**config.mk**
```make
export PLATFORM = sky130hd
export DESIGN_NAME = pwm_mch
export DESIGN_NICKNAME = d
export VERILOG_FILES = /design/src/rtl/pwm_pkg.sv /design/src/rtl/pwm_cmp_ch.sv /design/src/rtl/pwm_mch.sv
export SDC_FILE = /design/constraint.sdc
export NUM_CORES = 1
export LEC_CHECK = 0
export CAP_MARGIN = 0
export CORE_ASPECT_RATIO = 1.2
export CORE_UTILIZATION = 57
export DETAILED_ROUTE_END_ITERATION = 7
export PLACE_DENSITY = 0.86
export SKIP_LAST_GASP = 1
export SYNTH_ARGS = -nofsm -noshare
export SYNTH_HDL_FRONTEND = slang
export SYNTH_SLANG_ARGS = --single-unit
```
**constraint.sdc**
```tcl
create_clock -name clk -period 5.37 [get_ports clk]
set_input_delay 0.537 -clock clk [delete_from_list [all_inputs] [get_ports clk]]
set_output_delay 0.537 -clock clk [all_outputs]
set_load 0.01 [all_outputs]
```
**src/rtl/pwm_pkg.sv**
```systemverilog
// pwm_pkg: shared definitions for the multi-channel PWM block.
//   MODE_EDGE / MODE_CENTER : encoding of the mode input and its shadow.
//   dir_e                   : timebase counting direction.
//   duty_lsb()              : LSB position of channel i inside the packed duty bus.
package pwm_pkg;

    localparam logic MODE_EDGE   = 1'b0;
    localparam logic MODE_CENTER = 1'b1;

    typedef enum logic {
        DIR_UP   = 1'b0,
        DIR_DOWN = 1'b1
    } dir_e;

    function automatic int unsigned duty_lsb(input int unsigned ch, input int unsigned w);
        return ch * w;
    endfunction

endpackage

```
**src/rtl/pwm_cmp_ch.sv**
```systemverilog
// pwm_cmp_ch: one PWM output channel.
//   clk, srst_n : clock and synchronous active-low reset.
//   en          : global run enable (0 forces the inactive level).
//   ld          : transfer strobe, copies duty/ch_en/ch_inv into the shadows.
//   cnt         : shared timebase value.
//   duty        : working duty compare value.
//   ch_en       : working channel enable.
//   ch_inv      : working output invert.
//   pwm_out     : registered output, one clock behind cnt.
module pwm_cmp_ch #(
    parameter int W = 32
) (
    input  logic         clk,
    input  logic         srst_n,
    input  logic         en,
    input  logic         ld,
    input  logic [W-1:0] cnt,
    input  logic [W-1:0] duty,
    input  logic         ch_en,
    input  logic         ch_inv,
    output logic         pwm_out
);

    logic [W-1:0] duty_q, duty_d;
    logic         ch_en_q, ch_en_d;
    logic         ch_inv_q, ch_inv_d;
    logic         pwm_q, pwm_d;
    logic         raw;

    always_comb begin
        duty_d   = ld ? duty   : duty_q;
        ch_en_d  = ld ? ch_en  : ch_en_q;
        ch_inv_d = ld ? ch_inv : ch_inv_q;
        // Output uses the shadows active in this cycle; a transfer on the
        // same edge only affects the following cycle, so no mid-cycle edge.
        raw      = ch_en_q & (cnt < duty_q);
        pwm_d    = en ? (raw ^ ch_inv_q) : ch_inv_q;
    end

    always_ff @(posedge clk) begin
        if (!srst_n) begin
            duty_q   <= '0;
            ch_en_q  <= 1'b0;
            ch_inv_q <= 1'b0;
            pwm_q    <= 1'b0;
        end else begin
            duty_q   <= duty_d;
            ch_en_q  <= ch_en_d;
            ch_inv_q <= ch_inv_d;
            pwm_q    <= pwm_d;
        end
    end

    assign pwm_out = pwm_q;

endmodule

```
**src/rtl/pwm_mch.sv**
```systemverilog
// pwm_mch: N-channel PWM generator with a shared timebase, edge- or
// centre-aligned counting and shadowed settings applied at cycle boundaries.
//   clk, srst_n : clock and synchronous active-low reset.
//   en          : global run enable.
//   mode        : 0 edge-aligned, 1 centre-aligned.
//   period      : timebase top value.
//   duty        : per-channel compare values, channel i at [i*W +: W].
//   ch_en       : per-channel enable.
//   ch_inv      : per-channel invert.
//   load        : request to transfer the working set into the shadows.
//   load_ack    : pulse in the first cycle the new shadows are in effect.
//   cyc_start   : pulse in each cycle where the timebase is at 0 and running.
//   pwm_out     : registered channel outputs.
module pwm_mch
    import pwm_pkg::*;
#(
    parameter int W = 32,
    parameter int N = 4
) (
    input  logic           clk,
    input  logic           srst_n,
    input  logic           en,
    input  logic           mode,
    input  logic [W-1:0]   period,
    input  logic [N*W-1:0] duty,
    input  logic [N-1:0]   ch_en,
    input  logic [N-1:0]   ch_inv,
    input  logic           load,
    output logic           load_ack,
    output logic           cyc_start,
    output logic [N-1:0]   pwm_out
);

    logic [W-1:0] cnt_q, cnt_d, cnt_nxt;
    dir_e         dir_q, dir_d, dir_nxt;
    logic [W-1:0] period_q, period_d;
    logic         mode_q, mode_d;
    logic         load_pend_q, load_pend_d;
    logic         load_ack_q, load_ack_d;
    logic         xfer;

    always_comb begin
        // Free-running successor of the timebase under the current shadows.
        cnt_nxt = '0;
        dir_nxt = DIR_UP;
        if (mode_q == MODE_EDGE) begin
            if (cnt_q < period_q) cnt_nxt = cnt_q + 1'b1;
        end else if (dir_q == DIR_UP) begin
            if (cnt_q < period_q) begin
                cnt_nxt = cnt_q + 1'b1;
            end else if (period_q > W'(1)) begin
                cnt_nxt = period_q - 1'b1;
                dir_nxt = DIR_DOWN;
            end
            // period 0/1: falls straight back to 0 going up
        end else begin
            cnt_nxt = cnt_q - 1'b1;
            if (cnt_q != W'(1)) dir_nxt = DIR_DOWN;
        end

        // cnt_nxt==0 always comes with dir_nxt==UP, so it marks the boundary
        // in both modes.
        xfer        = (load_pend_q | load) & (~en | (cnt_nxt == '0));
        period_d    = xfer ? period : period_q;
        mode_d      = xfer ? mode   : mode_q;
        load_pend_d = ~xfer & (load_pend_q | load);
        load_ack_d  = xfer;

        // A transfer always restarts from 0 going up (covers mode changes).
        if (en && !xfer) begin
            cnt_d = cnt_nxt;
            dir_d = dir_nxt;
        end else begin
            cnt_d = '0;
            dir_d = DIR_UP;
        end
    end

    always_ff @(posedge clk) begin
        if (!srst_n) begin
            cnt_q       <= '0;
            dir_q       <= DIR_UP;
            period_q    <= '0;
            mode_q      <= MODE_EDGE;
            load_pend_q <= 1'b0;
            load_ack_q  <= 1'b0;
        end else begin
            cnt_q       <= cnt_d;
            dir_q       <= dir_d;
            period_q    <= period_d;
            mode_q      <= mode_d;
            load_pend_q <= load_pend_d;
            load_ack_q  <= load_ack_d;
        end
    end

    assign load_ack  = load_ack_q;
    // Gated by srst_n so the pulse stays low while reset is held.
    assign cyc_start = en & srst_n & (cnt_q == '0);

    for (genvar i = 0; i < N; i++) begin : g_ch
        pwm_cmp_ch #(.W(W)) u_ch (
            .clk     (clk),
            .srst_n  (srst_n),
            .en      (en),
            .ld      (xfer),
            .cnt     (cnt_q),
            .duty    (duty[duty_lsb(i, W) +: W]),
            .ch_en   (ch_en[i]),
            .ch_inv  (ch_inv[i]),
            .pwm_out (pwm_out[i])
        );
    end

endmodule

```
* Yosys cells after proc, flatten, opt, wreduce, memory -nomap -nowiden
Index checks and enable logic that the tools add are counted.
** Operators by class
- Order comparisons :: 6
- Multipliers :: 0
- Equality and inequality tests :: 1
- Div/mod/pow operators :: 0
- Shifts and indexed selects :: 0
- Bitwise gates (word level) :: 16
- Add/subtract/negate cells :: 3
- Reductions and logical operators :: 6
- Muxes and demuxes :: 13
** Operators by type and width (count)
- $lt 32x32->1 :: 5
- $mux 32 :: 5
- $logic_not 32->1 :: 2
- $sub 32x1->32 const B :: 2
- $add 32x1->32 const B :: 1
- $gt 32x1->1 const B :: 1
- $ne 32x1->1 const B :: 1
- $and 1x1->1 :: 8
- $mux 1 :: 8
- $xor 1x1->1 :: 4
- $reduce_and 3->1 :: 1
- $not 1->1 :: 2
- $or 1x1->1 :: 2
- $reduce_and 2->1 :: 1
- $logic_and 1x1->1 :: 1
- $logic_not 1->1 :: 1
** Word-level totals
- Bits in latches :: 0
- ROM bits :: 0
- Word-level logic and storage cells :: 67
- Bits in writable memories :: 0
- Memories kept :: 0
- Input port bits :: 173
- Register bits after elaboration :: 208

* Logic depth before layout (Yosys ltp)
- Depth in word-level cells :: 11
- Gate-level depth with buffers :: 18

* Cells and area by module
A second synthesis with hierarchy kept.
** Second synthesis, totals
- Cell total of the unflattened synthesis :: 1680
- Area, all modules :: 14293.7 µm²
** Modules (own cells, without submodules)
- pwm_cmp_ch :: area each 2100.8 µm², sequential area each 700.7 µm², instances 4, cells an instance 223
- pwm_mch :: area each 5890.6 µm², sequential area each 1361.3 µm², instances 1, cells an instance 788

* Worst setup path before layout
Ideal clock, no wire load.
- Path kind :: reg-to-reg
- Start point :: register cnt_q[15]
- End point :: register g_ch[2].u_ch.duty_q[18]
- Library setup time :: 72 ps
- Cell stages (with the launch flop) :: 17
- Buffers on the path :: 5
- Data arrival time :: 4142 ps
- Required time :: 5298 ps
- Setup slack :: 1156 ps
- Path through :: dfxtp_1 -> buf_2 -> or4_4 -> or4_1 -> buf_2 -> nor4_1 -> xnor2_1 -> nor2_1 -> a211oi_1 -> o2111ai_1 -> or4_1 -> a2111o_1 -> o31ai_1 -> buf_4 -> buf_12 -> buf_8 -> mux2i_1
** Between the ends
- Word-level cells in the longest chain between the ends :: 7
- Elaborated cells on any way between the ends :: 10
- Classes of those cells :: 2 x add/sub; 1 x order compare; 4 x mux; 2 x bitwise; 1 x reduce/logical
** RTL lines
- start: declaration :: RTL line pwm_mch.sv:34 : logic [W-1:0] cnt_q, cnt_d, cnt_nxt;
- start signal: assignment :: RTL line pwm_mch.sv:88 : cnt_q <= cnt_d;
- $add 32x1->32 / $lt 32x32->1 (equally long branches) :: RTL line pwm_mch.sv:47, pwm_mch.sv:50, pwm_mch.sv:49
- $mux 32 :: RTL line pwm_mch.sv:49 : if (cnt_q < period_q) begin
- $mux 32 :: RTL line pwm_mch.sv:48 : end else if (dir_q == DIR_UP) begin
- $mux 32 * :: RTL line pwm_mch.sv:46 : if (mode_q == MODE_EDGE) begin
- $logic_not 32->1 * :: RTL line pwm_mch.sv:63 : xfer = (load_pend_q | load) & (~en | (cnt_nxt == '0));
- $or 1x1->1 * :: RTL line pwm_mch.sv:63
- $and 1x1->1 * :: RTL line pwm_mch.sv:63
- end signal: assignment :: RTL line pwm_cmp_ch.sv:47 : duty_q <= duty_d;
- end: declaration :: RTL line pwm_cmp_ch.sv:24 : logic [W-1:0] duty_q, duty_d;
Mark *: on every way between the ends. The rest lies on a longest branch, timed or not.
A chain may end at the register's enable or synchronous reset.

* Final worst setup path
- Start point :: register cnt_q[0]
- End point :: register g_ch[0].u_ch.duty_q[3]
** Between the ends
- Word-level cells in the longest chain between the ends :: 7
- Elaborated cells on any way between the ends :: 10
- Classes of those cells :: 2 x add/sub; 1 x order compare; 4 x mux; 2 x bitwise; 1 x reduce/logical
** RTL lines (RTL line)
- $add 32x1->32 / $lt 32x32->1 (equally long branches) :: pwm_mch.sv:47, pwm_mch.sv:50, pwm_mch.sv:49
- $mux 32 :: pwm_mch.sv:49
- $mux 32 :: pwm_mch.sv:48
- $mux 32 * :: pwm_mch.sv:46
- $logic_not 32->1 * :: pwm_mch.sv:63
- $or 1x1->1 * :: pwm_mch.sv:63
- $and 1x1->1 * :: pwm_mch.sv:63
- end signal: assignment :: pwm_cmp_ch.sv:47
- end: declaration :: pwm_cmp_ch.sv:24
Marks and branches as above.

==> impl_metrics.py <==
metrics = {
    "status": {
        "status": "finished clean",
    },
    "global_routing": {
        "grt.overflow.total": 0,
        "antenna_found_initial": 0,
        "gr-max-usage-layer": "met2",
        "grtUsageTotal_pct": 35.6,
        "use_met1_pct": 41.0,
        "grt_max_degree": 181,
        "grtUsageMet3_pct": 6.17,
        "met2_usage_pct": 61.2,
        "grt_pass1_wl_um": 72700,
        "grt_pass1_vias": 13900,
    },
    "critical_path": {
        "critical_path_class": "reg2reg",
        "crit_path_start_kind": "flip-flop",
        "cp.required_ps": 5800,
        "worst_setup_path_end_kind": "flip-flop",
        "worstPathMaxFanout": 26,
        "cp.arrival_ps": 5380,
    },
    "sta": {
        "finalCritPeriodShare_pct": 92.2,
        "final_max_slew_viol_count": 0,
        "timing.hold.ws_ps": 455,
        "fin_crit_ps": 4950,
        "rsz0062_at_grt": "no",
        "slew_headroom_pct": 35.6,
        "final.setup.tns_ps": 0,
        "fmax_mhz": 202,
        "setup_viol": 0,
        "worst_slew_pin_slew_ps": 965,
        "skew_ps": 12.7,
        "finalHoldViolCount": 0,
    },
    "yosys": {
        "async_flop_share_pct": 0,
        "syn_area_um2": 14600,
        "netlist_instances": 1832,
        "syn-num-nets": 2166,
        "synth-edff-count": 0,
        "yosys_warnings": 0,
        "ys.flop_type": "dfxtp_1",
        "ys_seq_area_share_pct": 28.5,
        "syn_avg_cell_area_um2": 7.97,
        "ys_types": 66,
        "ys_ff_latch": 208,
    },
    "floorplan": {
        "rows": 63,
        "die_h_um": 177,
        "chipWidth_um": 148,
        "coreArea_um2": 24900,
        "initial_core_util_pct": 58.6,
        "ioPinCount": 179,
        "dieArea_um2": 26300,
    },
    "cells_and_area": {
        "nNetsFinal": 2332,
        "antenna_cells": 0,
        "final_cell_mix": "nand2_1, dfxtp_1, mux2i_1, clkdlybuf4s50_1, inv_1",
        "area_growth_pct": 20.5,
        "final_common_cell": "nand2_1",
        "drive_gt1_share_pct": 5.76,
        "final_util_pct": 70.6,
    },
    "detailed_routing": {
        "drtIter0Drc": 1021,
        "vias": 13800,
        "post_drt_via_cell_ratio": 5.91,
        "wl_per_cell_um": 20.0,
        "ant_nets": 0,
        "dr.pass1.iters": 5,
        "wl_um": 46800,
        "drc_errors": 0,
    },
    "clocking": {
        "cts_tree": "yes",
        "numCtsBuffers": 23,
        "clock_latency_ps": 530,
        "cts_root_buf": "clkbuf_16",
        "cts.sinks": 208,
        "cts_buffer_depth": 3,
        "cts_resized": 0,
        "cts_setup_buffers": 0,
        "ctsHtreeMaxLevel": 1,
        "holdBufCountCts": 0,
        "clk_pin_slew_worst_paths_ps": 70,
    },
    "power_and_ir_drop": {
        "power_density_nw_per_um2": 256,
        "ir_worst_vdd_uv": 229,
        "p_leak_nw": 7.79,
    },
    "place": {
        "gp_congestion": 1.04,
        "place_hpwl_um": 34400,
        "io_buffers": 178,
    },
    "run": {
        "cap_violations": 0,
    },
    "min_path": {
        "hp-class": "reg2reg",
    },
}
[sequential cells by signal, indices dropped and copies added (netlist names)]
signal	count
dir_q	1
period_q	32
cnt_q	32
load_ack	1
load_pend_q	1
g_ch.u_ch.duty_q	128
g_ch.u_ch.ch_inv_q	4
g_ch.u_ch.pwm_out	4
mode_q	1
g_ch.u_ch.ch_en_q	4
[per-layer routing]
metal  vias to the layer above  share of wire [%]
met5                         -                  0
met4                         0                6.6
met3                       210                7.7
met2                       648                 47
met1                      6380                 38
li1                       6587                  -
[logic make-up after synthesis]
family,Yosys count,share of synthesized area (%)
AO/OA/AOI/OAI,244,11.1
XOR/XNOR,64,3.84
adder cells (fa/ha/maj),161,13.8
buffers and inverters,268,8.41
flip-flops,208,28.5
multiplexers,178,12.2
AND/OR/NAND/NOR,709,22.1
[stage by stage]
| step | area [um^2] | cells | power [mW] | setup slack (ps) |
|---|---|---|---|---|
| 4_1_cts | 17600 | 2339 | 4.51 | 594 |
| 2_1_floorplan | 14600 | 1832 | 2.44 | 1160 |
| 3_5_place_dp | 16800 | 2298 | 2.77 | 654 |
| 3_3_place_gp | 16800 | 2298 | 2.74 | 715 |
| 5_1_grt | 17600 | 2339 | 4.68 | 315 |
| 6_report | 17600 | 2339 | 4.51 | 421 |
[cell type report]
cell class	count	area, um^2
Multi-Input combinational cell	1356	9230
Clock inverter	14	215
Tap cell	325	407
Sequential cell	208	4160
Clock buffer	27	601
Inverter	167	627
Fill cell	1942	7310
Timing Repair Buffer	242	2350
[path summary, 6_finish.rpt]
check	start	to	slack (ps)	depth (start not counted)
min	g_ch[0].u_ch.duty_q[22]	g_ch[0].u_ch.duty_q[22]	450	2
max	cnt_q[0]	g_ch[0].u_ch.duty_q[3]	420	16
min reg2reg	g_ch[0].u_ch.duty_q[22]	g_ch[0].u_ch.duty_q[22]	450	2
max reg2reg	cnt_q[0]	g_ch[0].u_ch.duty_q[3]	420	16
[worst max-delay path, stage by stage, from the launching register on]
cell and delay, ps:
dfxtp_1 420, inv_1 130, ha_1 330, or4b_2 790, nor3_1 400, buf_4 220
nand4bb_1 120, xor2_1 160, nor2_1 80, a211oi_1 300, nand3_1 140, nor4_1 360
nand3_1 260, o31ai_4 350, buf_12 260, buf_12 240, mux2i_1 280
[report_power, final]
part,total [mW],switching (mW),internal (mW)
clock network,1.74,0.692,1.05
registers,1.74,0.0859,1.66
logic,1.02,0.539,0.484
total,4.51,1.32,3.19
[cell usage after synthesis, types with 7 or more instances]
cell      count  share of area, %
inv_1       167               4.3
a21oi_1      69               2.4
o21ai_0      34               1.2
mux2i_1     178                12
or4_1         8              0.41
nor2b_1      24               1.0
dfxtp_1     208                29
clkbuf_1     75               1.9
o22ai_1      10              0.43
and3_1        9              0.39
a21o_1       48               2.5
nand4_1      35               1.5
buf_12       10               1.4
xnor2_1      45               2.7
ha_1        161                14
a31oi_1       7              0.30
and4_1       13              0.78
nand2b_1     16              0.69
xor2_1       19               1.1
buf_4        12              0.62
or3_1        12              0.51
nand2_1     390                10
nor2_1       88               2.3
nor3_1       36               1.2
a211o_1       7              0.42
nor4_1       24               1.0
a211oi_1     14              0.72
nand3_1      34               1.2
Power figures use the tool's default switching activity.
